$ cat src/rtl/chunked_adder.sv
// Multi-cycle two's-complement adder/subtractor: adds CHUNK bits per clock,
// LSB chunk first, with a registered carry between chunks and valid/ready handshakes.
//
// state | meaning
// IDLE  | waiting for an operand pair, in_ready high
// RUN   | adding chunk k per cycle, carry held in a register
// DONE  | result held on s/cout/ovf with out_valid high until accepted
module chunked_adder #(
   parameter int WIDTH = 16,
   parameter int CHUNK = 4
) (
   input  logic             clk,
   input  logic             rst_n,
   input  logic             in_valid,
   output logic             in_ready,
   input  logic [WIDTH-1:0] a,
   input  logic [WIDTH-1:0] b,
   input  logic             cin,
   input  logic             sub,
   output logic             out_valid,
   input  logic             out_ready,
   output logic [WIDTH-1:0] s,
   output logic             cout,
   output logic             ovf,
   output logic             busy
);

   localparam int NCHUNK = WIDTH / CHUNK;
   localparam int KW = (NCHUNK > 1) ? $clog2(NCHUNK) : 1;
   localparam logic [KW-1:0] K_LAST = KW'(NCHUNK - 1);

   typedef enum logic [1:0] {
      IDLE = 2'd0,
      RUN  = 2'd1,
      DONE = 2'd2
   } state_t;

   state_t state, state_nx;

   logic [WIDTH-1:0] a_reg;
   logic [WIDTH-1:0] b_reg;
   logic             carry;
   logic [KW-1:0]    k;
   logic [CHUNK-1:0] a_chunk;
   logic [CHUNK-1:0] b_chunk;
   logic [CHUNK:0]   slice;
   logic             carry_msb;

   always_ff @(posedge clk or negedge rst_n) begin
      if (!rst_n) state <= IDLE;
      else        state <= state_nx;
   end

   always_comb begin
      state_nx = state;
      case (state)
         IDLE:    if (in_valid)   state_nx = RUN;
         RUN:     if (k == K_LAST) state_nx = DONE;
         DONE:    if (out_ready)  state_nx = IDLE;
         default:                 state_nx = IDLE;
      endcase
   end

   assign in_ready = (state == IDLE);

   always_comb begin
      a_chunk = a_reg[k*CHUNK +: CHUNK];
      b_chunk = b_reg[k*CHUNK +: CHUNK];
      slice   = {1'b0, a_chunk} + {1'b0, b_chunk} + {{CHUNK{1'b0}}, carry};
      // Carry into the slice MSB, recovered from its sum bit and operand bits.
      carry_msb = slice[CHUNK-1] ^ a_chunk[CHUNK-1] ^ b_chunk[CHUNK-1];
   end

   always_ff @(posedge clk or negedge rst_n) begin
      if (!rst_n) begin
         a_reg     <= '0;
         b_reg     <= '0;
         carry     <= 1'b0;
         k         <= '0;
         s         <= '0;
         cout      <= 1'b0;
         ovf       <= 1'b0;
         out_valid <= 1'b0;
         busy      <= 1'b0;
      end else begin
         case (state)
            IDLE: begin
               if (in_valid) begin
                  a_reg <= a;
                  // Subtraction is a + ~b + ~cin, so the borrow-in is inverted too.
                  b_reg <= sub ? ~b : b;
                  carry <= cin ^ sub;
                  k     <= '0;
                  busy  <= 1'b1;
               end
            end
            RUN: begin
               s[k*CHUNK +: CHUNK] <= slice[CHUNK-1:0];
               carry               <= slice[CHUNK];
               if (k == K_LAST) begin
                  cout      <= slice[CHUNK];
                  ovf       <= carry_msb ^ slice[CHUNK];
                  out_valid <= 1'b1;
               end else begin
                  k <= k + 1'b1;
               end
            end
            DONE: begin
               if (out_ready) begin
                  out_valid <= 1'b0;
                  busy      <= 1'b0;
               end
            end
            default: begin
               out_valid <= 1'b0;
               busy      <= 1'b0;
            end
         endcase
      end
   end

endmodule

$ cat config.mk
export PLATFORM = sky130hd
export DESIGN_NAME = chunked_adder
export DESIGN_NICKNAME = d
export VERILOG_FILES = /design/src/rtl/chunked_adder.sv
export SDC_FILE = /design/constraint.sdc
export NUM_CORES = 1
export LEC_CHECK = 0
export ABC_AREA = 1
export CORE_AREA = 2 2 83 85
export DETAILED_ROUTE_END_ITERATION = 10
export DIE_AREA = 0 0 85 87
export MAX_ROUTING_LAYER = met4
export PLACE_DENSITY = 0.77
export SLEW_MARGIN = 10
export SYNTH_ARGS = -nofsm -noshare
export SYNTH_HDL_FRONTEND = slang
export SYNTH_SLANG_ARGS = --single-unit
$ cat constraint.sdc
create_clock -name clk -period 2.5 [get_ports clk]
set_input_delay 0.25 -clock clk [delete_from_list [all_inputs] [get_ports clk]]
set_output_delay 0.25 -clock clk [all_outputs]
set_load 0.03 [all_outputs]
-- Word-level counts from Yosys, hierarchy flattened
Index checks and enable logic that the tools add are counted.
- $add $sub $neg: 4
- multiply operators: 0
- divide/modulo/power cells: 0
- $lt $le $gt $ge: 0
- equality and inequality tests: 7
- shifts and indexed selects: 4
- mux-type cells: 16
- bitwise logic cells: 7
- reductions and logical operators: 9
- operators by type and width (operator ; number):
    negation 4 -> 34 bit ; 1
    variable shift 4 x 34 -> 16 bit, first input constant ; 1
    variable part select 4 x 34 -> 16 bit ; 1
    variable part select 16 x 5 -> 4 bit ; 2
    bitwise mux 16 bit ; 1
    two-way mux 16 bit ; 1
    NOT 16 bit ; 1
    AND reduction 3 bit ; 4
    two-way mux 2 bit ; 5
    inequality test 2 bit, second input constant ; 4
    case mux 1 bit (3 select lines) ; 2
    case mux 2 bit (3 select lines) ; 1
    AND reduction 2 bit ; 3
    adder 4 x 4 -> 5 bit ; 1
    adder 5 x 1 -> 5 bit ; 1
    equality test 2 bit, second input constant ; 2
    two-way mux 1 bit ; 4
    case mux 2 bit (2 select lines) ; 1
    bitwise XOR 1 bit ; 4
    adder 2 x 1 -> 2 bit, second input constant ; 1
    equality test 2 x 1 -> 1 bit, second input constant ; 1
    zero test 2 bit ; 1
    NOT 1 bit ; 2
    case mux 1 bit (2 select lines) ; 1
    nonzero test 2 bit ; 1
- flip-flop bits (word level): 57
- latch bits: 0
- RAM bits: 0
- ROM bits: 0
- bits of input ports: 38
- output and inout bits: 21
- logic and storage cells: 57
- memories kept: 0

-- Logic depth before layout (Yosys ltp)
- depth in word-level cells: 6
- depth in mapped cells: 15
- depth with buffers taken out: 15

-- Worst setup path after synthesis
No wires, ideal clock.
- path kind: register to register
- start point: register k[0]
- end point: register ovf
- library setup time: 117 ps
- data arrival time: 2309 ps
- required time: 2383 ps
- path slack: 74 ps
- stages on the path, launching flop included: 14
- path buffers: 2
- period minus slack after synthesis: 2426 ps
- cell sequence: dfrtp_1 -> inv_2 -> buf_6 -> buf_2 -> nor2_1 -> o22ai_1 -> fa_1 -> fa_1 -> a21oi_1 -> nand3_1 -> nand2_1 -> nand2_1 -> nand3_1 -> nand2_1
- word-level cells in the longest chain between the ends: 6
- elaborated cells on any way between the ends: 9
- those cells by class: add/sub: 2; eq/ne: 1; shift: 2; bitwise: 3; reduce/logical: 1
- RTL lines (element ; line ; source):
    start, declared ; 43 ; logic [KW-1:0] k;
    start signal, assigned ; 105 ; k <= k + 1'b1;
    variable part select 16 x 5 -> 4 bit (on tied branches) ; 67, 68 ;
    adder 4 x 4 -> 5 bit ; 69 ; slice = {1'b0, a_chunk} + {1'b0, b_chunk} + {{CHUNK{1'b0}}, carry};
    adder 5 x 1 -> 5 bit ; 69 ;
    bitwise XOR 1 bit (2 in a row) ; 71 ; carry_msb = slice[CHUNK-1] ^ a_chunk[CHUNK-1] ^ b_chunk[CHUNK-1];
    bitwise XOR 1 bit ; 102 ; ovf <= carry_msb ^ slice[CHUNK];
    end signal, assigned ; 102 ;
    end, declared ; 24 ; output logic ovf,
Several ways; a longest one is shown, not always the timed one.
A chain may end at the register's enable or synchronous reset.

-- Worst setup path in the final report
- start point: register k[1]
- end point: register ovf
The elaborated chain is that of the path after synthesis.

==> summary.md <==
| Metric | Value |
|---|---|
| Drt total wl | 6320 µm |
| NumNets Final | 464 |
| Initial antenna violation count | 0 |
| Startpoint types | register |
| First-pass GRT wire length | approximately 10000 µm |
| Final Cycle Share | 92.4% |
| DRC viols | 0 |
| Maximum vdd ir drop | 0.716 mV |
| Mux share of post-synthesis cell area | 0% |
| # setup viols final | 0 |
| Post-synthesis compound-gate area fraction | about 12% |
| Final ANT Viol Nets | 0 |
| Post-synth design cell area | 0.00294 mm² |
| Pre-antenna DRT Iters | 4 |
| CTS tree | built |
| Worst-skew pair later-pin latency | 0.34 ns |
| Yosys warns | 0 |
| Die W | 85 µm |
| Initial core utilization | 44.7% |
| Pint | 0.00287 W |
| Die Y | between 80 and 90 µm |
| Most frequent cells after synthesis | nand2_1, o21ai_0, dfrtp_1, inv_1, nand3_1 |
| Number of synthesized flops with an enable pin | 0 |
| Reg clk slew, reported paths | 0.07 ns |
| Global Route Usage Sum | 18.4% |
| Crit end category | register |
| Reg2reg end | ovf |
| Xor/xnor share of the synthesized area | ~5.4% |
| Max_cap viols | 0 |
| FILL cells | 594 |
| Synth Area in Adders | 5.20% |
| Synth Area in Simple Gates | between 20 and 25% |
| Longest Clk Path Bufs | 2 |
| Die ar. | 0.00740 mm² |
| Row count | 30 |
| Root Buffer | clkbuf_8 |
| RSZ-0062 raised after global routing | no |
| Comb power frac | 54.0% |
| Antenna Cells | 0 |
| Pin count of the biggest net entering global routing | 58 |
| R2R Path Start | k[1] |
| Min Tclk post-route | 2.31 ns |
| Area Overhead vs Synth | 29.6% |
| Worst-path fanout max | 8 |
| Clock sink total | 57 |
| Hold Fails Final Rpt | 0 |
| Reg2reg setup slack | 0.19 ns |
| Max Freq | 433 MHz |
| Post-synth top area share | 48.6% |
| Hold buffers post-CTS | 0 |
| PwrDens | about 1400 mW/mm² |
| IO Port Bufs | 58 |
| Slew HR | 52.4% |
| Syn Nets | ~400 |
| Grt total ovfl | 0 |
| Utilization after layout | 58.0% |
| Post-Syn Area per Cell | 8.35 µm² |
| Static Leakage | 1.80 nW |
| Worst setup path startpoint | k[1] |
| Area leader, netlist | dfrtp_1 |
| Share of layout cells above drive strength 1 | between 10% and 20% |
| Ys async rst share | 100% |
| CP Class | register to register |
| Drt via density | around 5.0 |
| Synth Register Bits | 57 |
| Largest family of logic cells by synthesized area | simple AND/OR/NAND/NOR gates |
| Vias in the first global route | around 2300 |
| H-tree depth | 3 |
| Critical Path AT | between 2 and 3 ns |
| Worst hold path class | input port to asynchronous set/reset pin |
| Sequential group share of total power | 29.9% |
| Status | finished, final reports clean |
| Synth Flop Type | dfrtp_1 |
| Setup Skew | 0.00915 ns |
| Via count | 2506 |
| Setup TNS | 0 ns |
| Clock share of power | about 16% |
| Gate Count Post-Synth | 352 |
| Gpl congestion | 0.876 |
| Reg2reg path depth | 11 |
| Seq/Total Area, Yosys | about half |
| Max Slew Vio Count | 0 |
| Most numerous cell in the Yosys netlist | nand2_1 |
| Switching pwr | around 0.0024 W |
| CTS buffer count | 9 |
| Worst-Margin Slew | 0.714 ns |
| Detailed-route wire length per cell | approximately 13 µm |
| Iteration-0 DRC Markers | between 150 and 200 |
| Top cells by area, synth | dfrtp_1, nand2_1, o21ai_0 |
| Core area | 0.00657 mm² |
| Post-detail-place hpwl | 4600 µm |
| I/O pin total | 59 |
| Yosys cell types | 25 |
| Net Sw Frac | 45.6% |
| Critical Path RT | 2.73 ns |
-- per-stage QoR --
| step | total power [W] | setup WS (ns) | cell area, µm² | hold WS (ns) | cells |
|---|---|---|---|---|---|
| after detailed placement | 0.00435 | 0.0831 | 3590 | 0.435 | 483 |
| after CTS | 0.00521 | 0.0635 | 3780 | 0.0708 | 499 |
| after global placement | 0.00426 | 0.178 | 3590 | 0.418 | 483 |
| after global routing | 0.00573 | 0.0263 | 3810 | 0.107 | 500 |
| final | 0.00528 | 0.189 | 3810 | 0.0496 | 500 |
| after floorplan | 0.00353 | 0.0740 | 2940 | -0.0456 | 352 |
-- power groups by stage --
stage / clock [W] / sequential, W / combinational [W]
after floorplan: 0 / 0.00175 / 0.00178
after global placement: 0 / 0.00158 / 0.00267
after detailed placement: 0 / 0.00159 / 0.00276
after CTS: 0.000858 / 0.00158 / 0.00278
after global routing: 0.000901 / 0.00164 / 0.00319
final: 0.000848 / 0.00158 / 0.00285
-- layout make-up --
| cell class | instances | area [µm²] | area share [%] |
|---|---|---|---|
| flip-flops and latches | 57 | 1430 | 37.5 |
| multi-input cells | 256 | 1350 | 35.4 |
| inverters | 24 | 93.8 | 2.46 |
| well taps | 80 | 100 | 2.63 |
| clock inverters | 6 | 57.6 | 1.51 |
| clock buffers | 10 | 138 | 3.61 |
| repair buffers | 67 | 643 | 16.9 |
-- per-layer routing --
metal  wire, µm  part of all wire, %  global-route usage [%]  vias up
met1       2810                   44                    23.1     1159
li1           -                    -                       -     1266
met4         85                  1.3                    6.20        0
met5          0                    0                       -        -
met3        345                  5.5                    4.55        9
met2       3080                   49                    29.5       72
-- what timing repair did --
action                                  CTS  global route
endpoints found under the setup margin    0             7
endpoints found under the hold margin     0             0
buffers inserted                          0             1
gates resized for setup                   0             7
-- kinds of logic after synthesis --
kind of cell | Yosys count
simple gates | 157
compound gates | 70
flops | 57
buf+inv | 39
xor+xnor | 18
fa+ha+maj | 11
-- how the worst max path moves through the flow --
stage,to,slack [ns]
after global routing,ovf,0.03
after detailed placement,ovf,0.08
after CTS,ovf,0.06
final,ovf,0.19
after global placement,ovf,0.18
after floorplan,ovf,0.07
-- cell usage in the layout, fill, tap and decap left out --
master,n
nand2_1,107
o21ai_0,57
clkdlybuf4s50_1,57
dfrtp_1,55
inv_1,19
nand3_1,18
xnor2_1,17
nor2_1,16
nand2_2,10
clkbuf_8,10
ha_1,9
buf_4,9
o22ai_1,5
inv_2,4
clkinv_2,4
o31ai_1,3
clkinvlp_4,2
o21ai_1,2
nor3_1,2
dfrtp_2,2
o22ai_2,1
nand2_4,1
nand3_2,1
nor2_2,1
xor2_1,1
nand4_1,1
a21oi_2,1
a21oi_1,1
fa_1,1
fa_2,1
bufinv_16,1
buf_2,1
-- critical path, stage by stage (launching register included) --
cell,delay (ns)
dfrtp_2,0.45
clkinvlp_4,0.15
o21ai_1,0.09
o22ai_1,0.10
fa_1,0.46
fa_2,0.39
a21oi_1,0.19
nand3_1,0.12
nand2_1,0.08
nand2_1,0.05
nand3_1,0.07
nand2_1,0.05
Power figures use the tool's default switching activity.
